$ cat config.mk
export PLATFORM = sky130hd
export DESIGN_NAME = alu_share_arbiter
export DESIGN_NICKNAME = d
export VERILOG_FILES = /design/src/rtl/alu_share_arbiter.sv
export SDC_FILE = /design/constraint.sdc
export NUM_CORES = 1
export LEC_CHECK = 0
export BUFFER_PORTS_ARGS = -buffer_cell sky130_fd_sc_hd__buf_2
export CORE_UTILIZATION = 41
export CTS_BUF_LIST = sky130_fd_sc_hd__clkbuf_8
export CTS_CLUSTER_DIAMETER = 100
export DETAILED_ROUTE_END_ITERATION = 10
export PLACE_DENSITY = 0.74
export SETUP_SLACK_MARGIN = 0.3
export SLEW_MARGIN = 40
export SYNTH_ARGS = -nofsm -noshare
export SYNTH_HDL_FRONTEND = slang
export SYNTH_SLANG_ARGS = --single-unit
$ cat constraint.sdc
create_clock -name clk -period 3.1 [get_ports clk]
set_input_delay 0.31 -clock clk [delete_from_list [all_inputs] [get_ports clk]]
set_output_delay 0.31 -clock clk [all_outputs]
set_load 0.05 [all_outputs]
$ cat src/rtl/alu_share_arbiter.sv
// alu_share_arbiter: shares one external combinational ALU between two
// requesters with round-robin arbitration, registered operands and a
// registered result.
//
// Ports
//   clk, rst                      clock, synchronous active-high reset
//   req{0,1}_valid/ready          request handshake (ready is combinational)
//   req{0,1}_op1/op2/ctrl         request payload
//   rsp{0,1}_valid/ready          response handshake, owner only
//   rsp_result/zero/err           registered response payload (shared)
//   alu_operand1/2, alu_control   drive the external ALU
//   alu_result, alu_zero          sampled from the external ALU
//
// Build option
//   ALU_ARB_OPCHECK_EN  when defined, op codes above MAX_OP are flagged as
//                       illegal: the ALU sees code 0 and the response is
//                       result=0, zero=1, err=1. Otherwise rsp_err is 0.
module alu_share_arbiter #(
   parameter int unsigned DATA_WIDTH = 32,
   parameter int unsigned CTRL_WIDTH = 4,
   parameter logic [CTRL_WIDTH-1:0] MAX_OP = CTRL_WIDTH'(9)
) (
   input  logic                  clk,
   input  logic                  rst,
   input  logic                  req0_valid,
   output logic                  req0_ready,
   input  logic [DATA_WIDTH-1:0] req0_op1,
   input  logic [DATA_WIDTH-1:0] req0_op2,
   input  logic [CTRL_WIDTH-1:0] req0_ctrl,
   input  logic                  req1_valid,
   output logic                  req1_ready,
   input  logic [DATA_WIDTH-1:0] req1_op1,
   input  logic [DATA_WIDTH-1:0] req1_op2,
   input  logic [CTRL_WIDTH-1:0] req1_ctrl,
   output logic                  rsp0_valid,
   input  logic                  rsp0_ready,
   output logic                  rsp1_valid,
   input  logic                  rsp1_ready,
   output logic [DATA_WIDTH-1:0] rsp_result,
   output logic                  rsp_zero,
   output logic                  rsp_err,
   output logic [DATA_WIDTH-1:0] alu_operand1,
   output logic [DATA_WIDTH-1:0] alu_operand2,
   output logic [CTRL_WIDTH-1:0] alu_control,
   input  logic [DATA_WIDTH-1:0] alu_result,
   input  logic                  alu_zero
);

`ifdef ALU_ARB_OPCHECK_EN
   localparam bit OPCHECK_EN = 1'b1;
`else
   localparam bit OPCHECK_EN = 1'b0;
`endif

   typedef enum logic [1:0] {IDLE, EXEC, RESP} state_t;

   state_t                state;
   logic                  rr_ptr;
   logic                  owner;
   logic                  illegal;
   logic                  grant0;
   logic                  grant1;
   logic                  sel_illegal;
   logic [DATA_WIDTH-1:0] sel_op1;
   logic [DATA_WIDTH-1:0] sel_op2;
   logic [CTRL_WIDTH-1:0] sel_ctrl;

   // Grant: a lone valid wins, otherwise rr_ptr decides; only in IDLE.
   assign grant0 = (state == IDLE) && !rst && req0_valid && (!req1_valid || !rr_ptr);
   assign grant1 = (state == IDLE) && !rst && req1_valid && (!req0_valid || rr_ptr);

   assign req0_ready = grant0;
   assign req1_ready = grant1;

   // Payload of the granted requester.
   assign sel_op1     = grant1 ? req1_op1  : req0_op1;
   assign sel_op2     = grant1 ? req1_op2  : req0_op2;
   assign sel_ctrl    = grant1 ? req1_ctrl : req0_ctrl;
   assign sel_illegal = OPCHECK_EN && (sel_ctrl > MAX_OP);

   // Arbiter FSM; the ALU drive registers double as the operand registers.
   always_ff @(posedge clk) begin
      if (rst) begin
         state        <= IDLE;
         rr_ptr       <= 1'b0;
         owner        <= 1'b0;
         illegal      <= 1'b0;
         rsp0_valid   <= 1'b0;
         rsp1_valid   <= 1'b0;
         rsp_result   <= '0;
         rsp_zero     <= 1'b0;
         rsp_err      <= 1'b0;
         alu_operand1 <= '0;
         alu_operand2 <= '0;
         alu_control  <= '0;
      end else begin
         case (state)
            IDLE: begin
               if (grant0 || grant1) begin
                  owner        <= grant1;
                  rr_ptr       <= !grant1;
                  alu_operand1 <= sel_op1;
                  alu_operand2 <= sel_op2;
                  alu_control  <= sel_illegal ? '0 : sel_ctrl;
                  illegal      <= sel_illegal;
                  state        <= EXEC;
               end
            end
            EXEC: begin
               rsp_result <= illegal ? '0 : alu_result;
               rsp_zero   <= illegal ? 1'b1 : alu_zero;
               rsp_err    <= illegal;
               rsp0_valid <= !owner;
               rsp1_valid <= owner;
               state      <= RESP;
            end
            RESP: begin
               // Only the owner's ready completes the response.
               if ((rsp0_valid && rsp0_ready) || (rsp1_valid && rsp1_ready)) begin
                  rsp0_valid <= 1'b0;
                  rsp1_valid <= 1'b0;
                  state      <= IDLE;
               end
            end
            default: state <= IDLE;
         endcase
      end
   end

endmodule

==> summary.md, run 1 <==
| Metric | Value |
|---|---|
| Result of the run | completed |
| Adder-cell area share of the yosys netlist | 0% |
| Core utilization of the finished layout | 55.83% |
| Number of cells in the design after placement | between 900 and 1000 |
| Simple logic cell fraction of the synthesized area | between 15 and 20% |
| Detailed-route vias per instance | 6.099 |
| Number of enable-type register cells in the synthesized netlist | 0 |
| Warnings from Yosys | 0 |
| Top-count cell post-synth | sky130_fd_sc_hd__dfxtp_1 |
| Worst Max-Slew Pin Slew | 823.4 ps |
| Register Area | approximately 2100 sq um |
| Global-route wire length before repair | 27300 um |
| Initial antenna violation count | 0 |
| Largest fanout on the critical path | 7 |
| Cts hold-fix bufs | 0 |
| Hold violation count in the final report | 0 |
| Detailed placement HPWL | approximately 11000 um |
| Placeable core region | 11660 sq um |
| Hold-critical path depth | 3 |
| Final Instance Count excl. Fillers | 956 |
| Die outline height | ~110 um |
| Post-CTS setup buffer count | 0 |
| Number of placement rows | 39 |
| Largest stage delay on the critical path | about 520 ps |
| Number of global-route vias before repair | roughly 5500 |
| Maximum count of clock buffers along a single path | 2 |
| CTS Root Cell | sky130_fd_sc_hd__clkbuf_8 |
| Mux contribution to synthesized area | 0% |
| Largest area contributor in the synthesized netlist | sky130_fd_sc_hd__dfxtp_1 |
| Required time of the critical path | 2790 ps |
| Final-layout fill cell count | between 1000 and 1500 |
| Pwr/cell area | between 500 and 600 nW/um^2 |
| Skew final | just under 9 ps |
| Overall power of the completed layout | 3652 uW |
| DR pass1 iterations | 5 |
| Starting utilization of the core area | 42.85% |
| RSZ-0062 raised after global routing | false |
| Layout Nets | about 980 |
| Dominant register cell in the synthesized netlist | sky130_fd_sc_hd__dfxtp_1 |
| Post-synthesis xor/xnor area fraction | 0% |
| Period utilisation layout | between 60% and 70% |
| Synthesized netlist net count | 771 |
| Combined area of all synthesized cells | between 4000 and 5000 sq um |
| Dominant combinational cell family by area after synthesis | compound AO/OA/AOI/OAI gates |
| Antenna fix cells | 0 |
| Data arrival, critical path | 1830 ps |
| LEAKAGE | 0.002733 uW |
| Clock transition at path regs | 100 ps |
| Residual antenna-violating net count after detailed routing | 0 |
| Crit path max-delay cell type | sky130_fd_sc_hd__or3_2 |
| Cell depth of the worst setup path | 3 |
| Die width | 112.4 um |
| Number of max-cap violations | 0 |
| Critical path capture point type | primary output |
| Wire length reported by the detailed router | around 17000 um |
| Worst VDD drop | 0.2343 mV |
| Endpoints failing setup | 0 |
| Buf+Inv Stages, Crit Path | 1 |
| Maximum achievable frequency | 466.9 MHz |
| Total clock buffers created by CTS | 9 |
| Area occupied by multi-input gates | roughly 2500 sq um |
| Clock net sink count | 107 |
| Clock latency of the later-clocked register in the worst-skew pair | 360 ps |
| List of most frequent post-synthesis cells | sky130_fd_sc_hd__dfxtp_1, sky130_fd_sc_hd__a21oi_1, sky130_fd_sc_hd__a311oi_1, sky130_fd_sc_hd__nand4_1, sky130_fd_sc_hd__o31ai_1 |
| Largest net degree at the start of global routing | 90 |
| Num ports | 281 |
| Async set-reset flop share out of synthesis | 0% |
| Die Outline Area | 12630 sq um |
| Routability congestion estimate from global placement | around 0.78 |
| Total congestion overflow | 0 |
| Proportion of synthesized chip area in sequential cells | 42.86% |
| Fin. max-slew vios | 0 |
| Critical path's top delay family | simple AND/OR/NAND/NOR gates |
| Final worst-path setup slack | 958.1 ps |
| Total of cells resized after clock tree synthesis | 0 |
| Area added between synthesis and finish | 30.30% |
| Hold crit path type | input port to register |
| Headroom to the max-slew limit | 45.11% |
| Residual DRC count | 0 |
| Setup slack at placement | ~930 ps |
| Post-synthesis compound-gate area fraction | 33.45% |
| GR Util All Layers | 26.78% |
| R2r worst-path depth | 4 |
| Fin crit period | 2142 ps |
| Leading post-synthesis cells by cell area | sky130_fd_sc_hd__dfxtp_1, sky130_fd_sc_hd__a311oi_1, sky130_fd_sc_hd__a21oi_1, sky130_fd_sc_hd__o31ai_1, sky130_fd_sc_hd__nand4_1 |
| Area share of the largest cell type after synthesis | 42.86% |
| DRT iter0 DRCs | 480 |
| Synth Instances | 596 |
| Kind of launch point of the worst setup path | register |
| TritonCTS clock tree | done |
| Share of final-layout standard cells stronger than drive strength 1 | 38.87% |
| Post-synth cell types | 28 |
| Number of register bits inferred by synthesis | roughly 110 |
| Total number of vias | 5831 |
| Post-synthesis area per instance | 8.385 sq um |
| Per-cell routed wire length | 18.17 um |
| Number of H-tree branching levels | 3 |
| Final sum of negative setup slack | 0 ps |
| Category of the most critical setup path | register to primary output |
| Port bufs | around 280 |
| Cells along the critical path | or3_2, nor3_2, buf_2 |
registers in the layout (all words and copies together), names as in the netlist:
register,flops
rsp_result,32
rsp1_valid,1
alu_operand2,32
state,2
owner,1
alu_control,4
rsp_zero,1
rr_ptr,1
rsp0_valid,1
alu_operand1,32
cell usage in the layout, fill, tap and decap left out, types with 2 or more instances in the layout:
cell,count
sky130_fd_sc_hd__a21oi_1,103
sky130_fd_sc_hd__a311oi_1,68
sky130_fd_sc_hd__buf_12,2
sky130_fd_sc_hd__buf_2,278
sky130_fd_sc_hd__buf_4,11
sky130_fd_sc_hd__clkbuf_8,12
sky130_fd_sc_hd__dfxtp_1,107
sky130_fd_sc_hd__nand2_1,67
sky130_fd_sc_hd__nand2b_1,2
sky130_fd_sc_hd__nand4_1,68
sky130_fd_sc_hd__nor2_1,2
sky130_fd_sc_hd__o21ai_0,2
sky130_fd_sc_hd__o21bai_1,2
sky130_fd_sc_hd__o31ai_1,68
final cells by class:
class / count / share of cell area, %
sequential: 107 / 32.90
tap: 143 / 2.748
clock inverter: 4 / 0.3843
multi-input combinational: 397 / 37.95
inverter: 1 / 0.05765
clock buffer: 12 / 2.537
timing repair buffer: 292 / 23.42
path summary, 6_finish.rpt:
| kind | startpoint | to | slack [ps] |
|---|---|---|---|
| worst min register to register | rsp_result[29] | rsp_result[29] | 460 |
| worst max-delay path | state[1] | req1_ready | 960 |
| worst min-delay path | alu_result[15] | rsp_result[15] | 170 |
| worst max register to register | state[1] | alu_operand1[0] | 1070 |
tightest hold or removal path: cells and delay by family:
kind	cells	cell delay, ps
buf+inv	1	90
compound gates	1	50
simple gates	1	40
power breakdown:
group | internal, uW | total, uW | leakage (uW) | switching, uW
combinational | 333 | 1240 | 0.00175 | 909
sequential | 1500 | 1580 | 0.000880 | 77.8
clock | 357 | 828 | 0.0000998 | 471
layer usage:
metal  share of wire (%)  GRT usage [%]  vias up  wire length [um]
li1                    -              -     2742                 -
met1                  40          33.66     2706              6984
met2                  49          45.42      341              8573
met3                 7.7          4.374       42              1338
met4                 2.7          11.64        0               474
met5                   0              0        -                 0
cells by family after synthesis:
group,count (synthesis)
buf+inv,92
other cells,1
flops,107
compound gates,246
simple gates,150
stage by stage:
stage / hold WS, ps / instance area, sq um
floorplan: 446.0 / 4997
global placement: 438.7 / 6317
detailed placement: 444.4 / 6321
CTS: 148.6 / 6511
global route: 176.3 / 6511
finish: 167.9 / 6511
No activity file was read; power rests on OpenSTA's default activity.
==> run 2, diff against run 1 <==
--- a/config.mk
+++ b/config.mk
@@ -5,12 +5,13 @@
 export SDC_FILE = /design/constraint.sdc
 export NUM_CORES = 1
 export LEC_CHECK = 0
+export ABC_AREA = 1
 export BUFFER_PORTS_ARGS = -buffer_cell sky130_fd_sc_hd__buf_2
 export CORE_UTILIZATION = 41
 export CTS_BUF_LIST = sky130_fd_sc_hd__clkbuf_8
 export CTS_CLUSTER_DIAMETER = 100
 export DETAILED_ROUTE_END_ITERATION = 10
-export PLACE_DENSITY = 0.74
+export PLACE_DENSITY = 0.76
 export SETUP_SLACK_MARGIN = 0.3
 export SLEW_MARGIN = 40
 export SYNTH_ARGS = -nofsm -noshare
==> constraint.sdc (replaced) <==
create_clock -name clk -period 1.7 [get_ports clk]
set_input_delay 0.17 -clock clk [delete_from_list [all_inputs] [get_ports clk]]
set_output_delay 0.17 -clock clk [all_outputs]
set_load 0.05 [all_outputs]
==> summary.md, run 2 <==
| Metric | Value |
|---|---|
| Top-count cell post-synth | sky130_fd_sc_hd__nand2_1 |
| Post-synthesis xor/xnor area fraction | 0% (unchanged) |
| Number of register bits inferred by synthesis | 107 (unchanged) |
| Fin crit period | 1422 ps |
| Starting utilization of the core area | 42.45% (-0.40 points) |
| Maximum count of clock buffers along a single path | 2 (unchanged) |
| Required time of the critical path | 1980 ps (-810 ps) |
| Hold violation count in the final report | 0 (unchanged) |
| Category of the most critical setup path | register to register |
| LEAKAGE | 0.004079 uW (+49%) |
| Total congestion overflow | 0 (unchanged) |
| Overall power of the completed layout | 7669 uW (+110%) |
| Final sum of negative setup slack | 0 ps (unchanged) |
| Total met3 wirelength after detailed routing | 1349 um (+0.82%) |
| Number of max-cap violations | 0 (unchanged) |
| Area share of the largest cell type after synthesis | 41.49% (-1.4 points) |
| DRT iter0 DRCs | 362 (-25%) |
| Warnings from Yosys | 0 (unchanged) |
| Fin. max-slew vios | 0 (unchanged) |
| Highest metal layer used by the detailed router | met4 |
| Final worst-path setup slack | 278.0 ps (-680.1 ps) |
| Leading post-synthesis cells by cell area | sky130_fd_sc_hd__dfxtp_1, sky130_fd_sc_hd__nand2_1, sky130_fd_sc_hd__nor2_1, sky130_fd_sc_hd__nand3b_1, sky130_fd_sc_hd__nand3_1 |
| Post-synthesis area per instance | 6.593 sq um (-21%) |
| Total number of vias | 6010 (+3.1%) |
| Hold crit path type | input port to register |
| Initial antenna violation count | 0 (unchanged) |
| Detailed placement HPWL | 10700 um (-5.9%) |
| Total non-filler cell area in the finished layout | 7553 sq um (+16%) |
| Routability congestion estimate from global placement | 0.8116 (+3.6%) |
| Worst VDD drop | 0.4376 mV (+87%) |
| Placeable core region | 12160 sq um (+4.3%) |
| Global-route wire length before repair | 23490 um (-14%) |
| Simple logic cell fraction of the synthesized area | 47.99% (+32 points) |
| Per-cell routed wire length | 14.07 um (-23%) |
| Combined area of all synthesized cells | 5162 sq um (+3.3%) |
| List of most frequent post-synthesis cells | sky130_fd_sc_hd__nand2_1, sky130_fd_sc_hd__nor2_1, sky130_fd_sc_hd__dfxtp_1 |
| Area added between synthesis and finish | 46.32% |
| Critical path capture point type | register |
| Largest area contributor in the synthesized netlist | sky130_fd_sc_hd__dfxtp_1 |
| Number of global-route vias before repair | 4962 (-9.1%) |
| Length of routed met2 wiring | 8575 um (about the same) |
| Async set-reset flop share out of synthesis | 0% (unchanged) |
| Layout Nets | 1230 (+25%) |
| Num ports | 281 (unchanged) |
| CTS Root Cell | sky130_fd_sc_hd__clkbuf_8 |
| Largest net degree at the start of global routing | 104 (+16%) |
| Pwr/cell area | 1015 nW/um^2 (+81%) |
| Total clock buffers created by CTS | 9 (unchanged) |
| Cts hold-fix bufs | 0 (unchanged) |
| Detailed-route vias per instance | 4.902 (-20%) |
| Mux contribution to synthesized area | 0% (unchanged) |
| Antenna fix cells | 0 (unchanged) |
| Final Instance Count excl. Fillers | 1226 (+28%) |
| Residual DRC count | 0 (unchanged) |
| Number of cells in the design after placement | 1187 (+26%) |
| Number of H-tree branching levels | 3 (unchanged) |
| Commonest cells after routing, fill and taps aside | sky130_fd_sc_hd__buf_2, sky130_fd_sc_hd__nand2_1, sky130_fd_sc_hd__nor2_1, sky130_fd_sc_hd__dfxtp_1, sky130_fd_sc_hd__nand3b_1 |
| Clock transition at path regs | 90 ps (about the same) |
| Post-synth cell types | 22 (-21%) |
| Clock net sink count | 107 (unchanged) |
| Synthesized netlist net count | 958 (+24%) |
| DR pass1 iterations | 5 (unchanged) |
| Area occupied by multi-input gates | 2794 sq um (+13%) |
| Number of placement rows | 40 (+2.6%) |
| Skew final | 8.825 ps (-0.008630 ps) |
| Die width | 114.2 um (+1.6%) |
| Cell area after placement | 6768 sq um (+7.1%) |
| RSZ-0062 raised after global routing | true |
| Clock latency of the later-clocked register in the worst-skew pair | 370 ps (about the same) |
| Residual antenna-violating net count after detailed routing | 0 (unchanged) |
| Period utilisation layout | approximately 84% |
| Final-layout fill cell count | 1188 (+8.4%) |
| Data arrival, critical path | 1700 ps (-130 ps) |
| Die outline height | 114.2 um (+1.6%) |
| Die Outline Area | 13040 sq um (+3.2%) |
| Adder-cell area share of the yosys netlist | 0% (unchanged) |
| GR Util All Layers | 22.46% (-4.3 points) |
| Detailed-route wire length on metal 1 | 7005 um (+0.30%) |
| Kind of launch point of the worst setup path | register |
| Share of final-layout standard cells stronger than drive strength 1 | 34.03% (-4.8 points) |
| Number of enable-type register cells in the synthesized netlist | 0 (unchanged) |
| Maximum achievable frequency | 703.2 MHz |
| Dominant register cell in the synthesized netlist | sky130_fd_sc_hd__dfxtp_1 |
| Register Area | 2146 sq um (+0.18%) |
| Post-synthesis compound-gate area fraction | 4.144% (-29 points) |
| Result of the run | completed |
| Wire length reported by the detailed router | 17250 um (-0.69%) |
| Port bufs | 279 (unchanged) |
| Setup slack at placement | 267.7 ps (-664.1 ps) |
| Synth Instances | 783 (+31%) |
| Largest fanout on the critical path | 28 (+21) |
| Largest registers in the final layout | alu_operand1 x32, alu_operand2 x32, rsp_result x32 |
| Dominant combinational cell family by area after synthesis | simple AND/OR/NAND/NOR gates |
| Most common library cell in the layout ignoring fill and taps | sky130_fd_sc_hd__buf_2 |
| TritonCTS clock tree | done |
| Endpoints failing setup | 0 (unchanged) |
| Proportion of synthesized chip area in sequential cells | 41.49% (-1.4 points) |
run 2: power breakdown:
| part | total, uW | switching [uW] | internal [uW] |
|---|---|---|---|
| combinational | 3300 | 2190 | 1110 |
| clock | 1410 | 815 | 590 |
| sequential | 2960 | 134 | 2830 |
| total | 7670 | 3140 | 4520 |
run 2: stage by stage:
step | utilization [%] | hold slack (ps)
after floorplan | - | 239.1
after global placement | 55.65 | 420.1
after detailed placement | 55.65 | 429.9
after CTS | 57.25 | 30.25
after global routing | 62.11 | 56.79
final | 62.11 | 50.72
run 2: critical path, stage by stage, from the launching register on:
cell                        delay, ps
sky130_fd_sc_hd__dfxtp_2          340
sky130_fd_sc_hd__inv_2             70
sky130_fd_sc_hd__nand2_2           60
sky130_fd_sc_hd__nor2_4           140
sky130_fd_sc_hd__buf_12           150
sky130_fd_sc_hd__nand2_8          100
sky130_fd_sc_hd__clkbuf_16        210
sky130_fd_sc_hd__nand2_1           80
sky130_fd_sc_hd__nand2_1           60
sky130_fd_sc_hd__nor2_1            80
sky130_fd_sc_hd__nor2_1            40
run 2: routing by layer:
metal / track usage, % / vias up
met4: 8.658 / 0
li1: - / 3025
met2: 40.20 / 268
met1: 25.71 / 2694
met3: 5.453 / 23
met5: 0 / -
run 2: final cells by class:
cell class	count	area share, %
clock buffer	11	2.004
timing repair buffer	321	29.00
clock inverter	3	0.2153
tap	168	2.783
multi-input combinational	605	36.99
inverter	11	0.5963
sequential	107	28.41
run 2: logic make-up (layout without fill, tap and decap cells):
kind of cell,Yosys count,count (layout)
compound gates,41,41
buf+inv,72,346
other cells,1,1
flops,107,107
simple gates,562,563
run 2: worst paths after layout:
path / cells after the start / endpoint / startpoint / slack, ps
worst min-delay path: 3 / rsp_result[0] / alu_result[0] / 50
worst max-delay path: 10 / alu_operand2[23] / state[0] / 280
worst min register to register: 2 / rsp0_valid / rsp0_valid / 480
worst max register to register: 10 / alu_operand2[23] / state[0] / 280
run 2: what timing repair did:
action | 4_1_cts | 5_1_grt
hold endpoints to repair | 0 | 0
pin swaps | 1 | 23
cloned | 0 | 19
gates resized for setup | 10 | 31
setup buffers | 0 | 6
endpoints found under the setup margin | 33 | 71
==> run 3, diff against run 2 <==
==> constraint.sdc (replaced) <==
create_clock -name clk -period 1.15 [get_ports clk]
set_input_delay 0.115 -clock clk [delete_from_list [all_inputs] [get_ports clk]]
set_output_delay 0.115 -clock clk [all_outputs]
set_load 0.05 [all_outputs]
==> summary.md, run 3 (synthesis results as in run 2) <==
| Metric | Value |
|---|---|
| Skew final | 7.213 ps (-1.612 ps) |
| Switch share | 40.46% (-0.53 points) |
| Number of H-tree branching levels | 3 (unchanged) |
| Layout Nets | 1316 (+7.0%) |
| Overall power of the completed layout | 14290 uW (+86%) |
| Required time of the critical path | 1470 ps (-510 ps) |
| Total number of vias | 7224 (+20%) |
| Final worst-path setup slack | -510.9 ps (-788.9 ps) |
| Detailed-route vias per instance | 5.498 (+12%) |
| Category of the most critical setup path | register to register |
| Most common library cell in the layout ignoring fill and taps | sky130_fd_sc_hd__nand2_1 |
| Share of total power in the clock network | 17.3% (-1.0 points) |
| Global-route wire length before repair | 27060 um (+15%) |
| Largest registers in the final layout | alu_operand1 x32, alu_operand2 x32, rsp_result x32 |
| LEAKAGE | 0.004979 uW (+22%) |
| Number of placement rows | 40 (unchanged) |
| Die width | 114.2 um (unchanged) |
| Pwr/cell area | 1398 nW/um^2 (+38%) |
| Clock latency of the later-clocked register in the worst-skew pair | 380 ps (about the same) |
| Initial antenna violation count | 1 (+1) |
| Detailed placement HPWL | 11130 um (+4.0%) |
| Number of max-cap violations | 0 (unchanged) |
| Die Outline Area | 13040 sq um (unchanged) |
| DR pass1 iterations | 5 (unchanged) |
| Maximum count of clock buffers along a single path | 2 (unchanged) |
| Hold violation count in the final report | 0 (unchanged) |
| Period utilisation layout | 144.4% (+61 points) |
| Die outline height | 114.2 um (unchanged) |
| Violations in the final reports | setup timing |
| Kind of launch point of the worst setup path | register |
| Cell internal pwr | 8510 uW (+88%) |
| Total congestion overflow | 0 (unchanged) |
| Register Area | 2298 sq um (+7.1%) |
| Total clock buffers created by CTS | 9 (unchanged) |
| Proportion of power drawn by flip-flops and latches | 33.1% (-5.5 points) |
| Total non-filler cell area in the finished layout | 10220 sq um (+35%) |
| Endpoints failing setup | 107 (+107) |
| Data arrival, critical path | 1980 ps (+280 ps) |
| R2r worst-path depth | 9 (-1) |
| Per-cell routed wire length | 20.46 um (+45%) |
| Hold crit path type | input port to register |
| GR Util All Layers | 26.25% (+3.8 points) |
| Number of global-route vias before repair | 5712 (+15%) |
| Fin. max-slew vios | 0 (unchanged) |
| Commonest cells after routing, fill and taps aside | sky130_fd_sc_hd__nand2_1, sky130_fd_sc_hd__buf_2, sky130_fd_sc_hd__nor2_1, sky130_fd_sc_hd__dfxtp_2, sky130_fd_sc_hd__buf_8 |
| Largest fanout on the critical path | 9 (-68%) |
| Worst VDD drop | 0.7303 mV (+67%) |
| Wire length reported by the detailed router | 26890 um (+56%) |
| DRT iter0 DRCs | 654 (+81%) |
| Clock transition at path regs | 100 ps (about the same) |
| Num ports | 281 (unchanged) |
| Final-layout fill cell count | 671 (-44%) |
| Routability congestion estimate from global placement | 0.7917 (-2.5%) |
| Total net switching power | 5783 uW (+84%) |
| Share of final-layout standard cells stronger than drive strength 1 | 52.58% (+19 points) |
| Largest net degree at the start of global routing | 43 (-59%) |
| Residual antenna-violating net count after detailed routing | 0 (unchanged) |
| Critical path capture point type | register |
| Residual DRC count | 0 (unchanged) |
| Maximum achievable frequency | 602.1 MHz (-14%) |
| Port bufs | 279 (unchanged) |
| Result of the run | finished with violations |
| CTS Root Cell | sky130_fd_sc_hd__clkbuf_8 |
| Hold-critical path depth | 3 (unchanged) |
| Setup slack at placement | -221.5 ps (-489.2 ps) |
| Placeable core region | 12160 sq um (unchanged) |
| Area occupied by multi-input gates | 3197 sq um (+14%) |
| Cell area after placement | 6983 sq um (+3.2%) |
| RSZ-0062 raised after global routing | true |
| Combinational fraction of design power | 49.6% (+6.5 points) |
| Area added between synthesis and finish | 98.04% |
| Clock net sink count | 107 (unchanged) |
| Fin crit period | 1661 ps (+238.9 ps) |
| Starting utilization of the core area | 42.45% (unchanged) |
| TritonCTS clock tree | done |
## run 3: cell types whose count changed in the layout (fill, tap and decap cells not counted), moves of 25 or more
cell / delta
sky130_fd_sc_hd__o21ai_0: -34
sky130_fd_sc_hd__buf_6: +32
sky130_fd_sc_hd__buf_2: -103
sky130_fd_sc_hd__nor2_2: +25
sky130_fd_sc_hd__nor2_1: -39
sky130_fd_sc_hd__dfxtp_1: -98
sky130_fd_sc_hd__dlygate4sd3_1: +28
sky130_fd_sc_hd__dfxtp_2: +86
sky130_fd_sc_hd__buf_8: +83
## run 3: through the flow
stage	hold slack, ps	util [%]	setup TNS [ps]	instances
4_1_cts	1.035	65.38	-17410	1258
5_1_grt	-13.30	84.06	-34510	1314
6_report	0.1548	84.06	-29400	1314
3_5_place_dp	371.9	57.42	-13940	1202
3_3_place_gp	364.8	57.42	-11750	1202
2_1_floorplan	174.4	-	-10900	783
## run 3: cell type report
class,instances,area share [%]
repair buffers,406,41.67
multi-input cells,606,31.27
flip-flops and latches,107,22.48
well taps,168,2.056
clock buffers,11,1.481
inverters,11,0.5262
clock inverters,4,0.4895
diodes,1,0.02448
## run 3: routing by layer
| layer | routed length [um] | vias to the layer above | GRT usage [%] |
|---|---|---|---|
| met2 | 13030 | 567 | 45.29 |
| li1 | - | 3209 | - |
| met1 | 9335 | 3293 | 30.80 |
| met4 | 1670 | 0 | 11.77 |
| met5 | 0 | - | 0 |
| met3 | 2858 | 155 | 6.353 |
## run 3: power by group through the flow
stage | logic [uW] | clock network [uW] | registers, uW
finish | 7090 | 2470 | 4730
global placement | 4470 | 0 | 4440
detailed placement | 4500 | 0 | 4460
global route | 7390 | 2620 | 4760
CTS | 4990 | 2450 | 4420
floorplan | 1620 | 0 | 6040
## run 3: worst paths after layout
path / start / to / slack (ps)
min: alu_result[30] / rsp_result[30] / 0.2
min reg2reg: owner / rsp1_valid / 520
max: rr_ptr / alu_operand1[13] / -510
max reg2reg: rr_ptr / alu_operand1[13] / -510
## run 3: critical path: stages, from the launching register on
cell and delay [ps]:
sky130_fd_sc_hd__dfxtp_2 380, sky130_fd_sc_hd__buf_6 110, sky130_fd_sc_hd__inv_4 40, sky130_fd_sc_hd__a21boi_4 160, sky130_fd_sc_hd__buf_12 160, sky130_fd_sc_hd__nand2_4 120
sky130_fd_sc_hd__buf_6 180, sky130_fd_sc_hd__nand3b_1 140, sky130_fd_sc_hd__nand2_1 170, sky130_fd_sc_hd__nor2_1 140
## run 3: repair_timing
item	in CTS	in global routing
cloned	6	32
endpoints found under the setup margin	212	212
buffers inserted	9	21
pin swaps	4	45
hold buffers	26	2
hold endpoints to repair	26	2
gates resized for setup	100	574
